`config.mk`:
```
export PLATFORM = sky130hd
export DESIGN_NAME = alu_wb_stage
export DESIGN_NICKNAME = d
export VERILOG_FILES = /design/src/rtl/alu_wb_stage.sv
export SDC_FILE = /design/constraint.sdc
export NUM_CORES = 1
export LEC_CHECK = 0
export CAP_MARGIN = 15
export CORE_MARGIN = 2
export CORE_UTILIZATION = 47
export DETAILED_ROUTE_END_ITERATION = 7
export PLACE_DENSITY = 0.78
export SYNTH_ARGS = -nofsm -noshare
export SYNTH_HDL_FRONTEND = slang
export SYNTH_SLANG_ARGS = --single-unit
export TNS_END_PERCENT = 50
```
`constraint.sdc`:
```
create_clock -name clk -period 2.02 [get_ports clk]
set_input_delay 0.505 -clock clk [delete_from_list [all_inputs] [get_ports clk]]
set_output_delay 0.505 -clock clk [all_outputs]
set_load 0.05 [all_outputs]
```
`src/rtl/alu_wb_stage.sv`:
```
// -----------------------------------------------------------------------------
// alu_wb_stage
//
// This is the writeback stage placed between the ALU and the register file.
// ALU results are held in a 2-entry in-order FIFO. The head entry is written
// back on every cycle in which the register-file write port is free. When an
// entry leaves the FIFO, it can also update the condition codes {N,Z,P}.
// These codes produce the branch-taken signal for the current branch mask.
//
// Ports
//   clk          system clock; every state update happens on the rising edge
//   rst_n        synchronous active-low reset
//   in_valid     upstream ALU result is valid
//   in_ready     stage can accept a result this cycle (registered occupancy only)
//   in_result    ALU result, 16 bits
//   in_zero      ALU zero flag
//   in_negative  ALU negative flag
//   in_dr        destination register number
//   in_we        result is written to the register file
//   in_setcc     result updates the condition codes
//   wb_stall     register-file write port is busy this cycle
//   wb_en        register-file write strobe
//   wb_addr      register-file write address (0 when the FIFO is empty)
//   wb_data      register-file write data (0 when the FIFO is empty)
//   nzp          condition codes {N,Z,P}
//   br_cond      branch nzp mask from the instruction
//   br_taken     branch condition satisfied by the current nzp
// -----------------------------------------------------------------------------
module alu_wb_stage (
  input  logic        clk,
  input  logic        rst_n,
  input  logic        in_valid,
  output logic        in_ready,
  input  logic [15:0] in_result,
  input  logic        in_zero,
  input  logic        in_negative,
  input  logic [2:0]  in_dr,
  input  logic        in_we,
  input  logic        in_setcc,
  input  logic        wb_stall,
  output logic        wb_en,
  output logic [2:0]  wb_addr,
  output logic [15:0] wb_data,
  output logic [2:0]  nzp,
  input  logic [2:0]  br_cond,
  output logic        br_taken
);

  typedef struct packed {
    logic [15:0] result;
    logic        zero;
    logic        negative;
    logic [2:0]  dr;
    logic        we;
    logic        setcc;
  } entry_t;

  entry_t      mem [2];
  logic        wr_ptr;
  logic        rd_ptr;
  logic [1:0]  count;
  logic [2:0]  nzp_q;

  logic        not_empty;
  logic        accept;
  logic        retire;
  entry_t      head;

  // When zero and negative are both set, N wins. Exactly one code bit is
  // set after any setcc retire.
  function automatic logic [2:0] flags_to_nzp(input logic zero, input logic negative);
    return {negative, zero & ~negative, ~zero & ~negative};
  endfunction

  assign not_empty = (count != 2'd0);
  // in_ready is derived only from registered occupancy. A retire in the same
  // cycle therefore cannot reopen a full FIFO, and there is no path from
  // wb_stall to in_ready.
  assign in_ready  = (count != 2'd2);
  assign accept    = in_valid & in_ready;
  assign retire    = not_empty & ~wb_stall;
  assign head      = mem[rd_ptr];

  // NOTE: the storage array has no reset. The pointers and count decide
  // which slots are live, so stale data in an unused slot is never observed.
  always_ff @(posedge clk) begin
    if (accept) begin
      mem[wr_ptr] <= '{result:   in_result,
                       zero:     in_zero,
                       negative: in_negative,
                       dr:       in_dr,
                       we:       in_we,
                       setcc:    in_setcc};
    end
  end

  // NOTE: sequential state uses non-blocking assignments only. All flops then
  // sample the pre-edge values, whatever order the statements are written in.
  always_ff @(posedge clk) begin
    if (!rst_n) begin
      wr_ptr <= 1'b0;
      rd_ptr <= 1'b0;
      count  <= 2'd0;
      nzp_q  <= 3'b010;
    end else begin
      if (accept) wr_ptr <= ~wr_ptr;
      if (retire) rd_ptr <= ~rd_ptr;

      // When accept and retire happen together, occupancy stays the same.
      case ({accept, retire})
        2'b10:   count <= count + 2'd1;
        2'b01:   count <= count - 2'd1;
        default: count <= count;
      endcase

      if (retire && head.setcc) begin
        nzp_q <= flags_to_nzp(head.zero, head.negative);
      end
    end
  end

  // The writeback port is driven only from the registered head entry. A
  // freshly accepted result is therefore seen on the next cycle at the
  // earliest.
  // NOTE: each output gets a default before the conditional update, so this
  // block cannot infer a latch.
  always_comb begin
    wb_en   = 1'b0;
    wb_addr = 3'd0;
    wb_data = 16'd0;
    if (not_empty) begin
      wb_en   = head.we & ~wb_stall;
      wb_addr = head.dr;
      wb_data = head.result;
    end
  end

  assign nzp      = nzp_q;
  assign br_taken = |(br_cond & nzp_q);

endmodule

```
After elaboration in Yosys (flattened, before gate mapping) --
Memories as Yosys holds them, arrays and structs flattened. A register that Yosys moved wholly into a read port is not among the register bits. Cells that the tools add are included.
Storage, ports and cells: bits in registers 7, latch bits 0, RAM bits 46, bits in read-only memories 0, input port bits 30, output and inout bits 25, word-level logic and storage cells 33, memories 1
Cells by class: $add $sub $neg 2, multiply operators 0, divide/modulo/power cells 0, $lt $le $gt $ge 0, eq/ne operators 3, shift-type cells 0, mux-type cells 8, bitwise logic cells 11, reductions and logical operators 4
Memory list:
- mem | depth 2, bits a word 23, read ports 1, clocked after memory_dff 1, wr ports 1, RTL line 58 | entry_t mem [2];
Operator list (number):
- two-way mux 16 bit | 1
- AND 1 bit | 5
- two-way mux 1 bit | 5
- NOT 1 bit | 5
- case mux 2 bit (2 select lines) | 1
- nonzero test 2 bit | 2
- AND 3 bit | 1
- two-way mux 3 bit | 1
- OR reduction 3 bit | 1
- adder 2 x 1 -> 2 bit, second input constant | 1
- equality test 2 x 1 -> 1 bit, second input constant | 1
- equality test 2 bit, second input constant | 1
- inequality test 2 bit, second input constant | 1
- subtractor 2 x 1 -> 2 bit, second input constant | 1
- logical AND 1 bit | 1

Logic depth before layout (Yosys ltp) --
depth in word-level cells 4, mapped depth 6, mapped depth without buffers 6

Worst setup path before layout --
No wires, ideal clock.
path type register -> register, from register count[0], to memory mem[1][0] (netlist bit), enable pin, library setup time 0.382 ns, arrival time 1.631 ns, required time 1.638 ns, slack 0.007 ns, stages on the path, launching flop included 3, path buffers 0, period minus slack after synthesis 2.013 ns, cell sequence dfxtp_1 nand2b_1 and3_1
On the way: longest elaborated chain between the ends 4
Ends and longest elaborated chain:
- start: declaration | RTL line 61 | logic [1:0] count;
- start signal: assignment | RTL line 111 | 2'b10: count <= count + 2'd1;
- start signal: assignment | RTL line 112 | 2'b01: count <= count - 2'd1;
- start signal: assignment | RTL line 113 | default: count <= count;
- inequality test 2 bit | RTL line 79 | assign in_ready = (count != 2'd2);
- via in_ready | RTL line 33 | output logic in_ready,
- AND 1 bit | RTL line 80 | assign accept = in_valid & in_ready;
- two-way mux 1 bit | RTL line 87 | if (accept) begin
- two-way mux 1 bit (not written as such) | RTL line 88 | mem[wr_ptr] <= '{result: in_result,
- end: declaration | RTL line 58
The timed path passes the listed nets, and every way through them passes these cells.

Worst setup path in the final report --
from register nzp_q[1] (netlist: nzp[1]), to output nzp[1]
RTL lines:
- start: declaration | RTL line 62 | logic [2:0] nzp_q;
- start signal: assignment | RTL line 117 | nzp_q <= flags_to_nzp(head.zero, head.negative);
- end: declaration | RTL line 44 | output logic [2:0] nzp,
No word-level cell between the ends.

==> results.json <==
{
  "postLayoutCellArea_sq_um": 3062,
  "p_leak_nw": 1.134,
  "cts_hold_buffers": 0,
  "cts-buffers-inserted": 5,
  "grt_setup_unrepaired": "true",
  "port-buffer-count": 54,
  "worst_slew_pin_slew_ps": 499.1,
  "skew_ps": 2.174,
  "grt_remaining_overflow": 0,
  "post-place-cells": 243,
  "synth_largest_type_area_fraction_pct": 66.43,
  "die_area_sq_um": 4972,
  "placedInstanceArea_sq_um": 2940,
  "min_period_ps": 1970,
  "syn_area_sq_um": 2079,
  "detail_route.first_pass.iterations": 4,
  "crit_chain": "clkdlybuf4s50_1",
  "num_io_pins": 55,
  "area_taken_by_flip_flops_and_latches_sq_um": 1541,
  "cts-root-to-sink-buffers": 2,
  "critical_path_fanouts_max": 3,
  "post_layout_cell_count": 251,
  "synth.yosys.seq_area_share_pct": 74.13,
  "finalSetupTns_ps": 0,
  "synth_warnings": 0,
  "path_buf_inv": 1,
  "final-hold-violation-count": 0,
  "global_route_wire_length_before_repair_mm": 6.306,
  "fp-row-count": 24,
  "final_weighted_congestion_in_routability_driven_placement": 0.8583,
  "route.detailed.wl_per_inst_um": 15.41,
  "post_route_cells_drive_above_1_share_pct": 21.11,
  "netlist-cell-type-count": 28,
  "vias_per_cell": 5.124,
  "drtAntennaViolNets": 0,
  "floorplan.die.height_um": 70.52,
  "synth-seq-cells": 54,
  "insertedDiodeCount": 0,
  "cp_top_family": "buffers and inverters",
  "postLayoutCoreUtil_pct": 71.30,
  "worst_hold_path_type": "reg2reg",
  "clock_transition_at_the_registers_of_the_reported_paths_ps": 90,
  "initial_utilization_pct": 48.43,
  "multiInputGateArea_sq_um": 500.5,
  "setup_viol_count_final": 0,
  "critical_path_required_ps": 1510,
  "clock_insertion_delay_worst_skew_ps": 290,
  "cts_tree": "built",
  "timing.critical_path.arrival_ps": 1460,
  "dp_worst_setup_slack_ps": -72.87,
  "critical_path.max_stage_delay_ps": 810,
  "power_mw": 4.763,
  "detailedPlacementHpwl_mm": 2.773,
  "syn_avg_cell_area_sq_um": 15.64,
  "grt_pass1_vias": 1401,
  "critical_path.endpoint_type": "primary output",
  "final_nets": 229,
  "clkSinkCount": 54,
  "drt_wl_total_mm": 3.867,
  "route.detailed.drc": 0,
  "ir_worst_vdd_v": 0.0008395,
  "grt_max_degree": 24,
  "status": "completed",
  "layout.filler_cells": 291,
  "max-slew-margin-rel_pct": 66.67,
  "drt-initial-drc-count": 43,
  "post_synth_top_area_cell": "sky130_fd_sc_hd__edfxtp_1",
  "max_cap_violations": 0,
  "setup_slack_ps": 50.21,
  "dr_total_vias": 1286,
  "report.final.slew_viol_count": 0,
  "syn2layout_area_growth_pct": 47.23,
  "number_of_antenna_violations_at_the_first_check_in_global_routing": 0,
  "fin_crit_sh_pct": 97.51,
  "fin_hold_ws_ps": 511.4,
  "groute.usage.overall_pct": 16.54,
  "worst-setup-path-type": "reg2out",
  "cts_max_level": 2,
  "critical-path-slowest-cell": "sky130_fd_sc_hd__clkdlybuf4s50_1",
  "cts_root_buffer": "sky130_fd_sc_hd__clkbuf_8",
  "syn-instance-count": 133,
  "placeable_core_area_sq_um": 4294,
  "synth_top_cells_by_area": "sky130_fd_sc_hd__edfxtp_1, sky130_fd_sc_hd__mux2i_1, sky130_fd_sc_hd__dfxtp_1, sky130_fd_sc_hd__nor2_1, sky130_fd_sc_hd__a21oi_1",
  "synth.net_count": 164,
  "chipWidth_um": 70.52,
  "max_freq_mhz": 507.7,
  "power_density_nw_per_um2": 1556,
  "startpoint_type": "flip-flop"
}
==> flip-flops by register name, summed over array words and instances (netlist names), named ones only <==
| register | count |
|---|---|
| rd_ptr | 1 |
| count | 2 |
| wr_ptr | 1 |
| mem | 46 |
| nzp | 3 |
==> final timing paths <==
check	from	end	slack (ps)	depth (start not counted)
min	nzp[0]	nzp[0]	510	2
max	nzp[1]	nzp[1]	50	1
max reg2reg	count[0]	count[1]	290	5
min reg2reg	nzp[0]	nzp[0]	510	2
==> power by group <==
part           switching (mW)  internal (mW)
registers              0.0735           1.41
clock network           0.307          0.346
logic                    1.47           1.16
total                    1.85           2.91
==> cells by family (layout without fill, tap and decap cells) <==
logic type	count (synthesis)	in the layout	synth area share, %
flops	54	54	74.13
simple gates	32	32	6.800
fa+ha+maj	1	1	0.6016
xor+xnor	3	3	1.264
compound gates	11	11	3.430
buf+inv	8	74	1.925
mux	24	24	11.85
==> worst reg2reg max path: stages (launching register included) <==
cell	delay, ps
sky130_fd_sc_hd__dfxtp_1	440
sky130_fd_sc_hd__nand2b_1	280
sky130_fd_sc_hd__nand2_1	100
sky130_fd_sc_hd__ha_1	330
sky130_fd_sc_hd__or3_1	350
sky130_fd_sc_hd__a21oi_1	150
==> Yosys cell counts (all sizes together) <==
| cell type | instances |
|---|---|
| a21bo | 1 |
| dfxtp | 8 |
| a21oi | 4 |
| nand2b | 1 |
| mux2i | 22 |
| o21ai | 3 |
| o21bai | 1 |
| a311oi | 1 |
| nand3b | 1 |
| nand3 | 1 |
| or4b | 1 |
| ha | 1 |
| buf | 3 |
| xnor2 | 2 |
| inv | 4 |
| and3 | 1 |
| mux2 | 2 |
| a222oi | 1 |
| clkbuf | 1 |
| nor2 | 24 |
| or3 | 1 |
| nand4 | 1 |
| xor2 | 1 |
| nand2 | 1 |
| edfxtp | 46 |
==> repair_timing <==
action | in CTS | in global routing
gates resized for setup | 0 | 4
setup buffers | 0 | 0
setup endpoints to repair | 0 | 4
==> cell usage in the layout, fill, tap and decap left out <==
| master | synthesis | layout |
|---|---|---|
| sky130_fd_sc_hd__a21bo_1 | 1 | 1 |
| sky130_fd_sc_hd__a21oi_1 | 4 | 4 |
| sky130_fd_sc_hd__a222oi_1 | 1 | 1 |
| sky130_fd_sc_hd__a311oi_1 | 1 | 1 |
| sky130_fd_sc_hd__and3_1 | 1 | 1 |
| sky130_fd_sc_hd__buf_12 | 0 | 22 |
| sky130_fd_sc_hd__buf_4 | 0 | 7 |
| sky130_fd_sc_hd__buf_6 | 1 | 1 |
| sky130_fd_sc_hd__clkbuf_8 | 0 | 8 |
| sky130_fd_sc_hd__clkdlybuf4s50_1 | 0 | 30 |
| sky130_fd_sc_hd__dfxtp_1 | 8 | 8 |
| sky130_fd_sc_hd__dlymetal6s2s_1 | 0 | 2 |
| sky130_fd_sc_hd__edfxtp_1 | 46 | 46 |
| sky130_fd_sc_hd__ha_1 | 1 | 1 |
| sky130_fd_sc_hd__inv_1 | 3 | 3 |
| sky130_fd_sc_hd__inv_2 | 1 | 1 |
| sky130_fd_sc_hd__mux2_2 | 1 | 1 |
| sky130_fd_sc_hd__mux2_4 | 1 | 1 |
| sky130_fd_sc_hd__mux2i_1 | 22 | 22 |
| sky130_fd_sc_hd__nand2_1 | 1 | 1 |
| sky130_fd_sc_hd__nand2b_1 | 1 | 1 |
| sky130_fd_sc_hd__nand3_1 | 1 | 1 |
| sky130_fd_sc_hd__nand3b_1 | 1 | 1 |
| sky130_fd_sc_hd__nand4_1 | 1 | 1 |
| sky130_fd_sc_hd__nor2_1 | 24 | 23 |
| sky130_fd_sc_hd__nor2_2 | 0 | 1 |
| sky130_fd_sc_hd__o21ai_0 | 3 | 3 |
| sky130_fd_sc_hd__o21bai_1 | 1 | 1 |
| sky130_fd_sc_hd__or3_1 | 1 | 1 |
| sky130_fd_sc_hd__or4b_1 | 1 | 1 |
| sky130_fd_sc_hd__xnor2_1 | 2 | 2 |
| sky130_fd_sc_hd__xor2_1 | 1 | 1 |
==> layer usage <==
metal,GRT usage (%),vias to the layer above,share of wire (%)
met4,7.692,0,2.2
met2,28.93,34,54
met5,0,-,0
met3,4.185,6,4.5
met1,18.99,624,40
li1,-,622,-
==> area by class of cell <==
| class | count | area share, % |
|---|---|---|
| repair buffers | 62 | 27.09 |
| flip-flops and latches | 54 | 50.35 |
| clock buffers | 8 | 3.596 |
| inverters | 4 | 0.4904 |
| multi-input cells | 71 | 16.35 |
| well taps | 52 | 2.125 |
No activity file was read; power rests on OpenSTA's default activity.
